## config.mk

```make
export PLATFORM = sky130hd
export DESIGN_NAME = aud_sram_arb
export DESIGN_NICKNAME = d
export VERILOG_FILES = /design/src/rtl/aud_sram_arb.sv
export SDC_FILE = /design/constraint.sdc
export NUM_CORES = 1
export LEC_CHECK = 0
export BUFFER_PORTS_ARGS = -buffer_cell sky130_fd_sc_hd__clkbuf_2
export CORE_UTILIZATION = 40
export CTS_BUF_LIST = sky130_fd_sc_hd__clkbuf_16
export DETAILED_ROUTE_END_ITERATION = 8
export GPL_TIMING_DRIVEN = 0
export PLACE_DENSITY = 0.77
export SETUP_SLACK_MARGIN = 0.05
export SYNTH_ARGS = -nofsm -noshare
export SYNTH_HDL_FRONTEND = slang
export SYNTH_SLANG_ARGS = --single-unit
```

## constraint.sdc

```tcl
create_clock -name i_clk -period 2.25 [get_ports i_clk]
set_input_delay 0.1125 -clock i_clk [delete_from_list [all_inputs] [get_ports i_clk]]
set_output_delay 0.1125 -clock i_clk [all_outputs]
set_load 0.1 [all_outputs]
```

## src/rtl/aud_sram_arb.sv

```systemverilog
// Round-robin arbiter and access sequencer for the shared audio SRAM.
// The recorder owns writes, the playback DSP owns reads. Every access is followed by one idle turnaround cycle.
module aud_sram_arb #(
  parameter int ADDR_W     = 20,
  parameter int DATA_W     = 16,
  parameter int ACCESS_CYC = 2
) (
  input  logic              i_clk,
  input  logic              i_rst,
  input  logic              i_rec_en,
  input  logic              i_play_en,
  input  logic              i_rec_req,
  input  logic [ADDR_W-1:0] i_rec_addr,
  input  logic [DATA_W-1:0] i_rec_data,
  output logic              o_rec_ack,
  input  logic              i_play_req,
  input  logic [ADDR_W-1:0] i_play_addr,
  output logic [DATA_W-1:0] o_play_data,
  output logic              o_play_valid,
  output logic [ADDR_W-1:0] o_last_wr_addr,
  output logic              o_busy,
  output logic [ADDR_W-1:0] o_sram_addr,
  output logic [DATA_W-1:0] o_sram_wdata,
  output logic              o_sram_dq_oe,
  input  logic [DATA_W-1:0] i_sram_rdata,
  output logic              o_sram_ce_n,
  output logic              o_sram_oe_n,
  output logic              o_sram_we_n,
  output logic              o_sram_lb_n,
  output logic              o_sram_ub_n
);

  typedef enum logic [1:0] {S_IDLE = 2'd0, S_READ = 2'd1, S_WRITE = 2'd2} state_t;
  typedef enum logic {RR_READ = 1'b0, RR_WRITE = 1'b1} rr_t;

  localparam logic [3:0] LAST_CNT = 4'(ACCESS_CYC - 1);
  localparam logic [3:0] WE_END   = 4'(ACCESS_CYC - 2);

  state_t              state_r;
  rr_t                 rr_last_r;
  logic [3:0]          cnt_r;
  logic [ADDR_W-1:0]   addr_r;
  logic [DATA_W-1:0]   wdata_r;
  logic [DATA_W-1:0]   play_data_r;
  logic [ADDR_W-1:0]   last_wr_addr_r;
  logic                rec_ack_r;
  logic                play_valid_r;
  logic                busy_r;
  logic                dq_oe_r;
  logic                ce_n_r;
  logic                oe_n_r;
  logic                we_n_r;
  logic                byte_n_r;
  logic                rd_ok_s;
  logic                wr_ok_s;
  logic                grant_rd_s;
  logic                grant_wr_s;

  // Eligibility and round-robin grant decision (only acted upon in S_IDLE)
  always_comb begin
    rd_ok_s    = i_play_req & i_play_en;
    wr_ok_s    = i_rec_req & i_rec_en;
    grant_rd_s = 1'b0;
    grant_wr_s = 1'b0;
    if (rd_ok_s && wr_ok_s) begin
      if (rr_last_r == RR_WRITE) begin
        grant_rd_s = 1'b1;
      end else begin
        grant_wr_s = 1'b1;
      end
    end else begin
      grant_rd_s = rd_ok_s;
      grant_wr_s = wr_ok_s;
    end
  end

  // Access sequencer: state, counter, SRAM strobes and requester handshakes
  always_ff @(posedge i_clk) begin
    if (i_rst) begin
      state_r        <= S_IDLE;
      rr_last_r      <= RR_WRITE;
      cnt_r          <= 4'd0;
      addr_r         <= '0;
      wdata_r        <= '0;
      play_data_r    <= '0;
      last_wr_addr_r <= '0;
      rec_ack_r      <= 1'b0;
      play_valid_r   <= 1'b0;
      busy_r         <= 1'b0;
      dq_oe_r        <= 1'b0;
      ce_n_r         <= 1'b1;
      oe_n_r         <= 1'b1;
      we_n_r         <= 1'b1;
      byte_n_r       <= 1'b1;
    end else begin
      rec_ack_r    <= 1'b0;
      play_valid_r <= 1'b0;
      case (state_r)
        S_IDLE: begin
          cnt_r <= 4'd0;
          if (grant_rd_s) begin
            state_r  <= S_READ;
            addr_r   <= i_play_addr;
            ce_n_r   <= 1'b0;
            oe_n_r   <= 1'b0;
            we_n_r   <= 1'b1;
            byte_n_r <= 1'b0;
            dq_oe_r  <= 1'b0;
            busy_r   <= 1'b1;
            if (wr_ok_s) rr_last_r <= RR_READ;
          end else if (grant_wr_s) begin
            state_r  <= S_WRITE;
            addr_r   <= i_rec_addr;
            wdata_r  <= i_rec_data;
            ce_n_r   <= 1'b0;
            oe_n_r   <= 1'b1;
            we_n_r   <= 1'b0;
            byte_n_r <= 1'b0;
            dq_oe_r  <= 1'b1;
            busy_r   <= 1'b1;
            if (rd_ok_s) rr_last_r <= RR_WRITE;
          end else begin
            state_r <= S_IDLE;
          end
        end
        S_READ: begin
          if (cnt_r == LAST_CNT) begin
            play_data_r  <= i_sram_rdata;
            play_valid_r <= 1'b1;
            state_r      <= S_IDLE;
            cnt_r        <= 4'd0;
            ce_n_r       <= 1'b1;
            oe_n_r       <= 1'b1;
            we_n_r       <= 1'b1;
            byte_n_r     <= 1'b1;
            dq_oe_r      <= 1'b0;
            busy_r       <= 1'b0;
          end else begin
            cnt_r <= cnt_r + 4'd1;
          end
        end
        S_WRITE: begin
          if (cnt_r == LAST_CNT) begin
            rec_ack_r      <= 1'b1;
            last_wr_addr_r <= addr_r;
            state_r        <= S_IDLE;
            cnt_r          <= 4'd0;
            ce_n_r         <= 1'b1;
            oe_n_r         <= 1'b1;
            we_n_r         <= 1'b1;
            byte_n_r       <= 1'b1;
            dq_oe_r        <= 1'b0;
            busy_r         <= 1'b0;
          end else begin
            cnt_r <= cnt_r + 4'd1;
            // Release we_n one cycle early so data is held past the write pulse
            if (cnt_r == WE_END) we_n_r <= 1'b1;
          end
        end
        default: begin
          state_r  <= S_IDLE;
          cnt_r    <= 4'd0;
          ce_n_r   <= 1'b1;
          oe_n_r   <= 1'b1;
          we_n_r   <= 1'b1;
          byte_n_r <= 1'b1;
          dq_oe_r  <= 1'b0;
          busy_r   <= 1'b0;
        end
      endcase
    end
  end

  assign o_rec_ack      = rec_ack_r;
  assign o_play_data    = play_data_r;
  assign o_play_valid   = play_valid_r;
  assign o_last_wr_addr = last_wr_addr_r;
  assign o_busy         = busy_r;
  assign o_sram_addr    = addr_r;
  assign o_sram_wdata   = wdata_r;
  assign o_sram_dq_oe   = dq_oe_r;
  assign o_sram_ce_n    = ce_n_r;
  assign o_sram_oe_n    = oe_n_r;
  assign o_sram_we_n    = we_n_r;
  assign o_sram_lb_n    = byte_n_r;
  assign o_sram_ub_n    = byte_n_r;

endmodule
```

After elaboration in Yosys (flattened, before gate mapping)
Cells that the tools add are included.
{ "word_totals": {"mem_bits_ro": 0, "ram_bits": 0, "mem_count": 0, "register_bits": 86, "word_cells": 75, "latch_bits": 0} }
{ "classes": {"mux": 30, "shift": 0, "reduce_logical": 16, "add_sub_neg": 1, "div_mod_pow": 0, "order_cmp": 0, "mul": 0, "n_bitwise": 6, "eq_ne": 8} }
{ "ops": {"columns": ["cell", "count"], "rows": [
  ["20-bit two-way mux", 2],
  ["1-bit two-way mux", 19],
  ["1-bit one-hot mux with 2 select lines", 4],
  ["2-bit AND reduction", 4],
  ["2-bit two-way mux", 3],
  ["3-bit inequality test (second input constant)", 2],
  ["3-bit AND reduction", 2],
  ["2-bit OR reduction", 3],
  ["4-bit by 1-bit adder with 4-bit output (second input constant)", 1],
  ["4-bit by 1-bit equality test with 1-bit output (second input constant)", 1],
  ["4-bit logical NOT", 1],
  ["2-bit inequality test (second input constant)", 2],
  ["1-bit NOT", 4],
  ["2-bit one-hot mux with 2 select lines", 1],
  ["4-bit AND reduction", 1],
  ["2-bit nonzero test", 2],
  ["1-bit one-hot mux with 3 select lines", 1],
  ["3-bit OR reduction", 1],
  ["1-bit bitwise AND", 2],
  ["2-bit by 1-bit equality test with 1-bit output (second input constant)", 1],
  ["2-bit equality test (second input constant)", 1],
  ["2-bit logical NOT", 1],
  ["2-bit by 1-bit inequality test with 1-bit output (second input constant)", 1],
  ["1-bit logical AND", 1]
]} }

Logic depth before layout (Yosys ltp)
Gate-level depths: netlist of the first run.
{ "logic_depth": {"ltp_word": 6, "mapped_depth": 8, "depth_no_buf": 6} }

Worst setup path after synthesis of the first run
No wires, ideal clock.
{ "synth_path": {"path_kind": "reg2out", "start": "register byte_n_r (netlist: o_sram_lb_n)", "end": "output port o_sram_lb_n", "path_stages_with_launch": 2, "arrival_ns": 1.386, "slack_ns": 0.751, "path_cell_list": "dfxtp_1 buf_4"} }
{ "synth_lines": {"columns": ["item", "line", "source"], "rows": [
  ["from (decl)", "53", "logic byte_n_r;"],
  ["from (signal assigned)", "94", "byte_n_r <= 1'b1;"],
  ["from (signal assigned)", "107", "byte_n_r <= 1'b0;"],
  ["from (signal assigned)", "118", "byte_n_r <= 1'b0;"],
  ["to (decl)", "29", "output logic o_sram_lb_n,"]
]} }
No word-level cell between the ends.

Final worst setup path of the first run
{ "layout_path": {"start": "register cnt_r[0]", "end": "register play_data_r[10] (netlist: o_play_data[10])"} }
{ "layout_via": {"elab_chain_len": 2} }
{ "layout_lines": {"columns": ["item", "line", "source"], "rows": [
  ["from (decl)", "41", "logic [3:0] cnt_r;"],
  ["from (signal assigned)", "139", "cnt_r <= cnt_r + 4'd1;"],
  ["from (signal assigned)", "155", "cnt_r <= cnt_r + 4'd1;"],
  ["4-bit by 1-bit equality test with 1-bit output", "127", "if (cnt_r == LAST_CNT) begin"],
  ["2-bit AND reduction (no line)", null, null],
  ["to (signal assigned)", "128", "play_data_r <= i_sram_rdata;"],
  ["to (decl)", "44", "logic [DATA_W-1:0] play_data_r;"]
]} }
No other way between the ends.
A chain may end at the register's enable or synchronous reset.

==> run metrics, run 1 <==
Clk pin slew, worst setup/hold paths 0.06 ns; Die Ht 93.4 µm; # rows 32; Synth cell types 35; Finished Cell Area around 0.0047 mm²; clock sink count 86; Max VDD drop between 400 and 500 µV; Tcrit/Tclk final 0.803; vias in the first global route 3,104; TNS Setup 0 ns; switching share of total power 0.322; skew final 0.00726 ns; Placed Instances 651; num ports ~160; sw power between 1 and 1.5 mW; clock share of power 0.379; Synth Instances roughly 390; vias per inst 4.80; Pleak roughly 2.1 nW; worst setup path class reg2reg; Pre-antenna DRT Iters 4; Worst Max-Slew Pin Slew 0.572 ns; Pwr Density between 800 and 900 mW/mm²; CP endpoint kind flop; Compound-Gate Fraction of Synth Area 0.161; all-layer global routing usage 0.201; post-synthesis xor/xnor area fraction 0.00524; Avg Inst Size Synth 8.55 µm²; core area 0.00789 mm²; post-route insts no fill 676; via count 3,245; Top FF cell, synth dfxtp_1; largest net degree at the start of global routing 15; Comb pwr share 0.218; post-synth top area share 0.515; Starting Density 0.424; share of layout cells above drive strength 1 0.334; Int Pwr 2.75 mW; DR WL/cell approximately 13 µm; post-synth top area cell dfxtp_1; antenna cells 0; CTS tree built; H-tree Lvls 3; antenna violations before repair 0; Final Hold Vio Count 0; crit path max fanout 10; most common cell in the netlist nand2_1; relative max-transition margin 0.620; Synth async-reset ratio 0; Worst Hold Class in2reg; Worst setup SP type flop; Post-Synth Simple-Gate Area 0.189; Commonest cells post-synth nand2_1 (113), dfxtp_1 (86), a21oi_1 (56); die width 93.4 µm; Post-synth EDFFs 0; Port Buffers 158; largest cells by area after synthesis dfxtp_1 (52%), nand2_1 (13%), a21oi_1 (8.4%); dpl cell area 0.00426 mm²; Post-CTS Setup Repair Bufs 0; fin nets between 600 and 700; unrepaired setup endpoints after global routing false; Num CTS Buffers 9; first-pass GRT wire length 13,900 µm; largest family of logic cells by synthesized area simple AND/OR/NAND/NOR gates; area delta synth->final 39.6%; sequential fraction of the synthesis area 0.515; DR iter-0 viols 104; routed wire length 8540 µm; Syn Std Cell Area 0.00334 mm²; CTS Hold Bufs 9; clk_lat worst skew 0.33 ns; RePlAce Congestion 0.748; mux contribution to synthesized area 0.0599; max-cap violations 0; CTS resizes 0; Core Util, Final 0.592; Setup Viol. Count Final 0; status complete, no violations; post-synthesis adder-cell area fraction 0.0225; required time of the critical path 2.44 ns; sequential fraction of design power 0.404; DRT antenna net count 0; Clock Tree Buf Depth 2; Tmin final 1.81 ns; root buffer cell clkbuf_16; post-DP HPWL 6420 µm; Fmax about 550 MHz; Worst Path Arrival 2.00 ns; Final Max Slew Viols 0; Post-Syn Nets between 400 and 500; flops & latches, synth 86; Syn. warnings 0; DRC 0; GRT overflow 0; Die ar. 0.00872 mm²
[through the flow]
| step | worst slack, ns | power (mW) | hold WS, ns |
|---|---|---|---|
| floorplan | 0.751 | 2.35 | 0.225 |
| finish | 0.443 | 4.06 | 0.00667 |
| detailed placement | 0.455 | 2.55 | 0.343 |
| CTS | 0.440 | 4.10 | 0.000405 |
| global placement | 0.517 | 2.53 | 0.337 |
| global route | 0.266 | 4.21 | 0.00833 |
[per-layer routing]
layer | wire [µm] | part of all wire | vias to the layer above | GRT usage
met5 | 0 | 0 | - | 0
met4 | 116 | 0.014 | 0 | 0.0705
met3 | 632 | 0.074 | 13 | 0.0569
met2 | 4260 | 0.50 | 121 | 0.362
met1 | 3530 | 0.41 | 1453 | 0.227
li1 | - | - | 1658 | -
[power by group through the flow]
stage | combinational, mW | clock (mW) | sequential, mW
after floorplan | 0.237 | 0 | 2.11
after global placement | 0.864 | 0 | 1.67
after detailed placement | 0.875 | 0 | 1.67
after CTS | 0.888 | 1.57 | 1.64
after global routing | 0.934 | 1.63 | 1.65
final | 0.884 | 1.54 | 1.64
[final timing paths]
check	startpoint	endpoint	slack [ns]	cells after the start
setup / recovery	cnt_r[0]	o_play_data[10]	0.44	6
hold / removal	i_rec_data[5]	o_sram_wdata[5]	0.007	3
setup reg to reg	cnt_r[0]	o_play_data[10]	0.44	6
hold reg to reg	o_sram_wdata[4]	o_sram_wdata[4]	0.45	2
[flip-flops by register name (all words and copies together), names as in the netlist]
register	count
o_last_wr_addr	20
o_sram_oe_n	1
rr_last_r	1
o_play_valid	1
o_rec_ack	1
o_sram_lb_n	1
o_sram_we_n	1
cnt_r	4
o_sram_addr	20
state_r	2
o_sram_wdata	16
o_sram_dq_oe	1
o_play_data	16
o_busy	1
[cells by family (layout without fill, tap and decap cells)]
family	Yosys count	in the layout
and+or+nand+nor	155	155
AOI/OAI and AO/OA	90	90
buffers and inverters	32	215
muxes	20	20
xor gates and xnor gates	2	2
adders and majority gates	6	6
DFF	86	86
[critical path, cell delays in order (launching register included)]
cell      delay (ns)
dfxtp_1         0.40
ha_1            0.21
nor3b_4         0.32
nand2_1         0.24
clkbuf_1        0.30
nand2_1         0.14
a21oi_1         0.07
[cells in the final DEF (no fill, tap or decap), types with 9 or more instances in the layout]
cell / synthesis / layout
nand2_1: 113 / 113
a211oi_1: 20 / 20
a21oi_1: 56 / 56
dfxtp_1: 86 / 86
clkbuf_16: 0 / 9
mux2i_1: 20 / 20
clkbuf_2: 0 / 158
clkbuf_1: 14 / 14
dlygate4sd3_1: 0 / 9
nor2_1: 26 / 26
[cell type report]
class | instances | area (µm²)
clock inverters | 7 | 90.1
well taps | 102 | 128
clock buffers | 9 | 225
multi-input cells | 273 | 1460
flip-flops and latches | 86 | 1720
inverters | 5 | 18.8
plain buffers | 27 | 138
repair buffers | 167 | 881
fillers | 721 | 3220
No activity file was read; power rests on OpenSTA's default activity.
==> run 2, diff against run 1 <==
--- a/config.mk
+++ b/config.mk
@@ -5,12 +5,13 @@
 export SDC_FILE = /design/constraint.sdc
 export NUM_CORES = 1
 export LEC_CHECK = 0
+export ABC_AREA = 1
 export BUFFER_PORTS_ARGS = -buffer_cell sky130_fd_sc_hd__clkbuf_2
 export CORE_UTILIZATION = 40
 export CTS_BUF_LIST = sky130_fd_sc_hd__clkbuf_16
 export DETAILED_ROUTE_END_ITERATION = 8
 export GPL_TIMING_DRIVEN = 0
-export PLACE_DENSITY = 0.77
+export PLACE_DENSITY = 0.75
 export SETUP_SLACK_MARGIN = 0.05
 export SYNTH_ARGS = -nofsm -noshare
 export SYNTH_HDL_FRONTEND = slang
==> constraint.sdc (replaced) <==
create_clock -name i_clk -period 1.8 [get_ports i_clk]
set_input_delay 0.09 -clock i_clk [delete_from_list [all_inputs] [get_ports i_clk]]
set_output_delay 0.09 -clock i_clk [all_outputs]
set_load 0.1 [all_outputs]
==> run 2 against run 1 <==
  * The run now ends with design-rule violations left
  * Total power rose by 51%
  * Hold slack got worse by 0.0013 ns
  * Largest cell class unchanged
  * Via count rose by 16%
  * Highest routed layer unchanged
  * Cell area rose by 9.5%
  * Fmax rose by 16%
  * Sequential power up 31%
  * Global-route usage grew 1.2 points
  * Clock-buffer cell count is the same
==> run metrics, run 2 <==
TNS Setup 0 ns (unchanged); status finished with violations; Critical path buffers and inverters 4 (+3); Tmin final 1.56 ns (-0.248 ns); Pre-antenna DRT Iters 7 (+3); dpl cell area 0.00462 mm² (+8.5%); Die ar. 0.00964 mm² (+10%); PnR worst setup slack 0.241 ns (-0.202 ns); share of layout cells above drive strength 1 0.337 (+0.00280); worst setup path class reg2reg; largest net degree at the start of global routing 17 (+2); post-route insts no fill 781 (+16%); mux contribution to synthesized area 0 (-0.0599); sequential fraction of design power 0.352 (-0.052); Syn. warnings 0 (unchanged); post-synthesis adder-cell area fraction 0.0203 (-0.00217); register area 0.00172 mm² (unchanged); H-tree Lvls 3 (unchanged); sequential fraction of the synthesis area 0.465 (-0.0498); Worst Path Arrival 1.79 ns (-0.21 ns); Num CTS Buffers 9 (unchanged); Post-Synth Simple-Gate Area 0.312 (+0.122); crit-path max cell delay 0.33 ns (-0.07 ns); die width 98.2 µm (+5.1%); M2 GR Usage 0.373 (+0.0117); met3 global-route usage 0.0465 (-0.0104); most frequent cells in the layout clkbuf_2 (158), nand2_1 (91), dfxtp_1 (86); Clk pin slew, worst setup/hold paths 0.07 ns (about the same); GRT overflow 0 (unchanged); post-synthesis xor/xnor area fraction 0.00473 (-0.000507); Clock Tree Buf Depth 2 (unchanged); antenna cells 0 (unchanged); Finished Cell Area 0.00511 mm² (+9.5%); clock share of power 0.336 (-0.043); Fillers 847 (+17%); Final Max Slew Viols 0 (unchanged); Fmax 641 MHz (+16%); DR iter-0 viols 144 (+38%); first-pass GRT wire length 16,400 µm (+19%); largest cells by area after synthesis dfxtp_1 (47%), nand3_1 (11%), nand2_1 (9.2%); Die Ht 98.2 µm (+5.1%); Max stage delay cell, worst path dfxtp_1; area delta synth->final 38.1%; Setup WS pre-CTS 0.245 ns (-0.210 ns); DR WL/cell 12.9 µm (+2.5%); routed wire length 10,100 µm (+18%); Worst setup SP type flop; most common cell in the netlist nand2_1; DRT antenna net count 0 (unchanged); Port Buffers 157 (-0.63%); Comb pwr share 0.312 (+0.094); Most Used Layer, Global Route met2; Worst Hold Class in2reg; relative max-transition margin 0.531 (-0.0898); num ports 159 (unchanged); largest family of logic cells by synthesized area simple AND/OR/NAND/NOR gates; post-synth top area cell dfxtp_1; Synth Instances 484 (+24%); switching share of total power 0.395 (+0.0729); failing checks design-rule violations; Post-synth EDFFs 0 (unchanged); DRC 9 (+9); cell family with most CP delay buffers and inverters; Global Route met1 Usage 0.261 (+0.0346); Final Hold Vio Count 0 (unchanged); clk_lat worst skew 0.34 ns (about the same); Avg Inst Size Synth 7.64 µm² (-11%); Pwr Density 1200 mW/mm² (+37%); vias per inst 4.80 (about the same); sw power 2.41 mW (+85%); clock sink count 86 (unchanged); Synth async-reset ratio 0 (unchanged); fin nets 752 (+15%); Syn Std Cell Area 0.00370 mm² (+11%); Commonest cells post-synth nand2_1 (91), dfxtp_1 (86), nand3_1 (79); post-DP HPWL 7710 µm (+20%); skew final 0.00915 ns (+0.00189 ns); vias in the first global route 3,549 (+14%); post-synth top area share 0.465 (-0.0498); # rows 34 (+6.3%); total power 6.11 mW (+51%); unrepaired setup endpoints after global routing false; Worst Max-Slew Pin Slew 0.704 ns (+0.132 ns); CP endpoint kind flop; core area 0.00885 mm² (+12%); Int Pwr 3.70 mW (+34%); RePlAce Congestion 0.828 (+11%); crit path max fanout 10 (unchanged); Starting Density 0.418 (-0.00557); via count 3,751 (+16%); required time of the critical path 2.03 ns (-0.41 ns); all-layer global routing usage 0.214 (+0.0124); area of the multi-input gates 0.00161 mm² (+9.9%); CP most frequent cell inv_1; most common cell after layout, fill and taps aside clkbuf_2; Setup Viol. Count Final 0 (unchanged); Max VDD drop 753 µV (+60%); Post-Syn Nets 568 (+20%); flops & latches, synth 86 (unchanged); CP cell instances inv_1 > ha_1 > inv_2 > a21oi_2 > clkbuf_4 > nand3_1 > nand2_1 > inv_1; Tcrit/Tclk final 0.866 (+0.0630); max-cap violations 0 (unchanged); antenna violations before repair 0 (unchanged); Pleak 2.49 nW (+16%); Placed Instances 749 (+15%); Synth cell types 30 (-14%); root buffer cell clkbuf_16; Compound-Gate Fraction of Synth Area 0.0981 (-0.0629); Top FF cell, synth dfxtp_1; CTS tree built; Post-CTS Setup Repair Bufs 0 (unchanged)
run 2: layer usage:
layer,vias to the layer above,routed length [µm]
met5,-,0
met4,0,131
met3,11,643
met2,136,4840
met1,1679,4500
li1,1925,-
run 2: kinds of logic after synthesis:
family                   Yosys count
AO/OA/AOI/OAI                     62
flip-flops                        86
adder cells (fa/ha/maj)            6
AND/OR/NAND/NOR                  262
buffers and inverters             66
XOR/XNOR                           2
run 2: final cells by class:
type	count	area share
inverters	32	0.0240
repair buffers	173	0.185
multi-input cells	332	0.315
flip-flops and latches	86	0.337
clock buffers	9	0.0441
well taps	108	0.0264
clock inverters	7	0.0201
plain buffers	34	0.0487
run 2: path summary, 6_finish.rpt:
path              slack [ns]            from               end  cells after the start
setup / recovery        0.24      state_r[0]   o_sram_addr[12]                      8
hold / removal         0.005  i_rec_data[12]  o_sram_wdata[12]                      3
hold reg to reg         0.46  o_play_data[0]    o_play_data[0]                      2
setup reg to reg        0.24      state_r[0]   o_sram_addr[12]                      8
run 2: power by group through the flow:
stage	Combinational, mW	Clock [mW]	Sequential [mW]
after floorplan	0.632	0	3.06
after global placement	1.86	0	2.19
after detailed placement	1.88	0	2.19
after CTS	1.91	2.08	2.15
after global routing	2.03	2.15	2.17
final	1.91	2.05	2.15
run 2: worst min-delay path, stage by stage:
cell and delay (ns):
clkbuf_2 0.07, o21ai_0 0.07, nor2_1 0.08
run 2: repair_timing:
action	4_1_cts	5_1_grt
setup endpoints to repair	0	1
gates resized for setup	0	1
endpoints found under the hold margin	16	0
hold buffers	16	0
run 2: through the flow:
stage / util / hold WS [ns]
CTS: 0.577 / 0.0000377
floorplan: - / 0.238
global route: 0.578 / 0.0162
finish: 0.578 / 0.00535
global placement: 0.522 / 0.330
detailed placement: 0.522 / 0.344
==> run 3, diff against run 2 <==
--- a/config.mk
+++ b/config.mk
@@ -5,13 +5,12 @@
 export SDC_FILE = /design/constraint.sdc
 export NUM_CORES = 1
 export LEC_CHECK = 0
-export ABC_AREA = 1
 export BUFFER_PORTS_ARGS = -buffer_cell sky130_fd_sc_hd__clkbuf_2
 export CORE_UTILIZATION = 40
 export CTS_BUF_LIST = sky130_fd_sc_hd__clkbuf_16
 export DETAILED_ROUTE_END_ITERATION = 8
 export GPL_TIMING_DRIVEN = 0
-export PLACE_DENSITY = 0.75
+export PLACE_DENSITY_LB_ADDON = 0.05
 export SETUP_SLACK_MARGIN = 0.05
 export SYNTH_ARGS = -nofsm -noshare
 export SYNTH_HDL_FRONTEND = slang
==> run 3 against run 2 <==
  * The run now ends clean
  * Routed wire length down 12%
  * Total power is 18% lower
  * Largest power group unchanged
  * Critical endpoint is now o_sram_oe_n
  * Die area fell by 9.5%
  * Hold slack gained 0.069 ns
  * Final cell count down 10%
  * Register-to-register slack got worse by 0.11 ns
  * Worst setup slack got worse by 0.11 ns
==> run metrics, run 3 (synthesis results as in run 1) <==
all-layer global routing usage 0.208 (-0.00615); Max stage delay cell, worst path or3_1; Clk pin slew, worst setup/hold paths 0.06 ns (about the same); relative max-transition margin 0.626 (+0.0955); Critical path buffers and inverters 2 (-2); H-tree Lvls 3 (unchanged); share of layout cells above drive strength 1 0.338 (+0.000475); switching share of total power 0.336 (-0.0588); status complete, no violations; Comb pwr share 0.231 (-0.081); Clock Tree Buf Depth 2 (unchanged); max-cap violations 0 (unchanged); register-to-register setup slack 0.13 ns (-0.11 ns); DR iter-0 viols 61 (-58%); sequential fraction of design power 0.407 (+0.055); Pleak 2.25 nW (-9.3%); dpl cell area 0.00426 mm² (-7.8%); DRC 0 (-9); Setup Viol. Count Final 0 (unchanged); cell family with most CP delay simple AND/OR/NAND/NOR gates; sw power 1.69 mW (-30%); Int Pwr 3.34 mW (-9.6%); Die ar. 0.00872 mm² (-9.5%); worst setup path startpoint cnt_r[1]; most common cell after layout, fill and taps aside clkbuf_2; area delta synth->final 47.8%; most frequent cells in the layout clkbuf_2 (161), nand2_1 (112), dfxtp_1 (84); Tmin final 1.67 ns (+0.114 ns); Worst Hold Class in2reg; Final Max Slew Viols 0 (unchanged); required time of the critical path 2.03 ns (about the same); Final Hold Vio Count 0 (unchanged); clk_lat worst skew 0.34 ns (about the same); total power 5.04 mW (-18%); skew final 0.00853 ns (-0.000620 ns); num ports 159 (unchanged); DRT antenna net count 0 (unchanged); unrepaired setup endpoints after global routing false; Fmax 598 MHz (-6.8%); first-pass GRT wire length 14,100 µm (-14%); Worst setup SP type flop; vias in the first global route 3,064 (-14%); root buffer cell clkbuf_16; vias per inst 4.73 (-1.6%); antenna violations before repair 0 (unchanged); Port Buffers 158 (+0.64%); Hold Crit Start i_play_addr[1]; CTS tree built; GRT overflow 0 (unchanged); R2R Path Start cnt_r[1]; antenna cells 0 (unchanged); post-DP HPWL 6220 µm (-19%); crit path max fanout 5 (-5); Pre-antenna DRT Iters 4 (-3); crit-path max cell delay 0.37 ns (+0.04 ns); core area 0.00789 mm² (-11%); die width 93.4 µm (-4.9%); Tcrit/Tclk final 0.930 (+0.0636); CP endpoint kind flop; # rows 32 (-5.9%); RePlAce Congestion 0.704 (-15%); Worst Path Arrival 1.90 ns (+0.11 ns); Max VDD drop 660 µV (-12%); fin nets 680 (-9.6%); routed wire length 8940 µm (-12%); Core Util, Final 0.626 (+0.0488); largest net degree at the start of global routing 17 (unchanged); Die Ht 93.4 µm (-4.9%); clock share of power 0.362 (+0.026); clock sink count 86 (unchanged); DR WL/cell 12.7 µm (-1.8%); TNS Setup 0 ns (unchanged); Starting Density 0.424 (+0.00557); hold slack 0.0739 ns (+0.0685 ns); worst setup path class reg2reg; Pwr Density 1020 mW/mm² (-15%); CP cell instances inv_1 > ha_2 > nor3b_4 > buf_4 > nor2b_2 > or3_1 > a21o_1; via count 3,323 (-11%); Finished Cell Area 0.00494 mm² (-3.3%); Worst Max-Slew Pin Slew 0.563 ns (-0.141 ns); Num CTS Buffers 9 (unchanged)
==> run 3: changes by cell type in the layout (fill, tap and decap cells not counted), moves of 5 or more <==
cell           delta
a211oi_1         +20
a21oi_1          +27
a21oi_2          -11
buf_2             -5
dlygate4sd3_1    +17
inv_1            -23
mux2i_1          +20
nand2_1          +21
nand3_1          -77
nand3_2           -7
nor2_1           -53
o21ai_0          -16
==> run 3: layer usage <==
layer  wire, µm  track usage  vias to the layer above
met5          0            0                        -
met4        129       0.0808                        0
met3        619       0.0569                       10
met2       4240        0.350                      105
met1       3940        0.250                     1493
li1           -            -                     1715
==> run 3: layout make-up <==
type / count / area (µm²)
buffer: 26 / 149
clock buffer: 9 / 225
clock inverter: 7 / 65.1
fill: 705 / 2950
inverter: 5 / 18.8
multi-input combinational: 273 / 1480
sequential: 86 / 1720
tap: 102 / 128
timing repair buffer: 195 / 1150
==> run 3: repair_timing <==
item	CTS	global route
pin swaps	0	0
buffers inserted	0	4
gates resized for setup	1	16
setup endpoints to repair	14	64
hold buffers	33	0
hold endpoints to repair	33	0
==> run 3: worst min-delay path, cell delays in order <==
cell and delay (ns):
clkbuf_2 0.08, mux2i_1 0.11, a211oi_1 0.08
==> run 3: final timing paths <==
check | endpoint | depth (start not counted)
min reg2reg | o_sram_wdata[0] | 2
max | o_sram_oe_n | 7
max reg2reg | o_sram_oe_n | 7
min | o_sram_addr[1] | 3
==> run 3: metrics by stage <==
| stage | cells | setup WS, ns |
|---|---|---|
| 3_5_place_dp | 651 | 0.0281 |
| 6_report | 703 | 0.126 |
| 2_1_floorplan | 391 | 0.308 |
| 4_1_cts | 699 | 0.0569 |
| 5_1_grt | 703 | 0.0444 |
| 3_3_place_gp | 651 | 0.0469 |
==> run 3: power groups by stage <==
stage                     Sequential (mW)  Combinational, mW  Clock [mW]
final                                2.05               1.16        1.83
after global routing                 2.06               1.23        1.94
after CTS                            2.05               1.15        1.85
after detailed placement             2.09               1.09           0
after global placement               2.09               1.09           0
after floorplan                      2.64              0.297           0
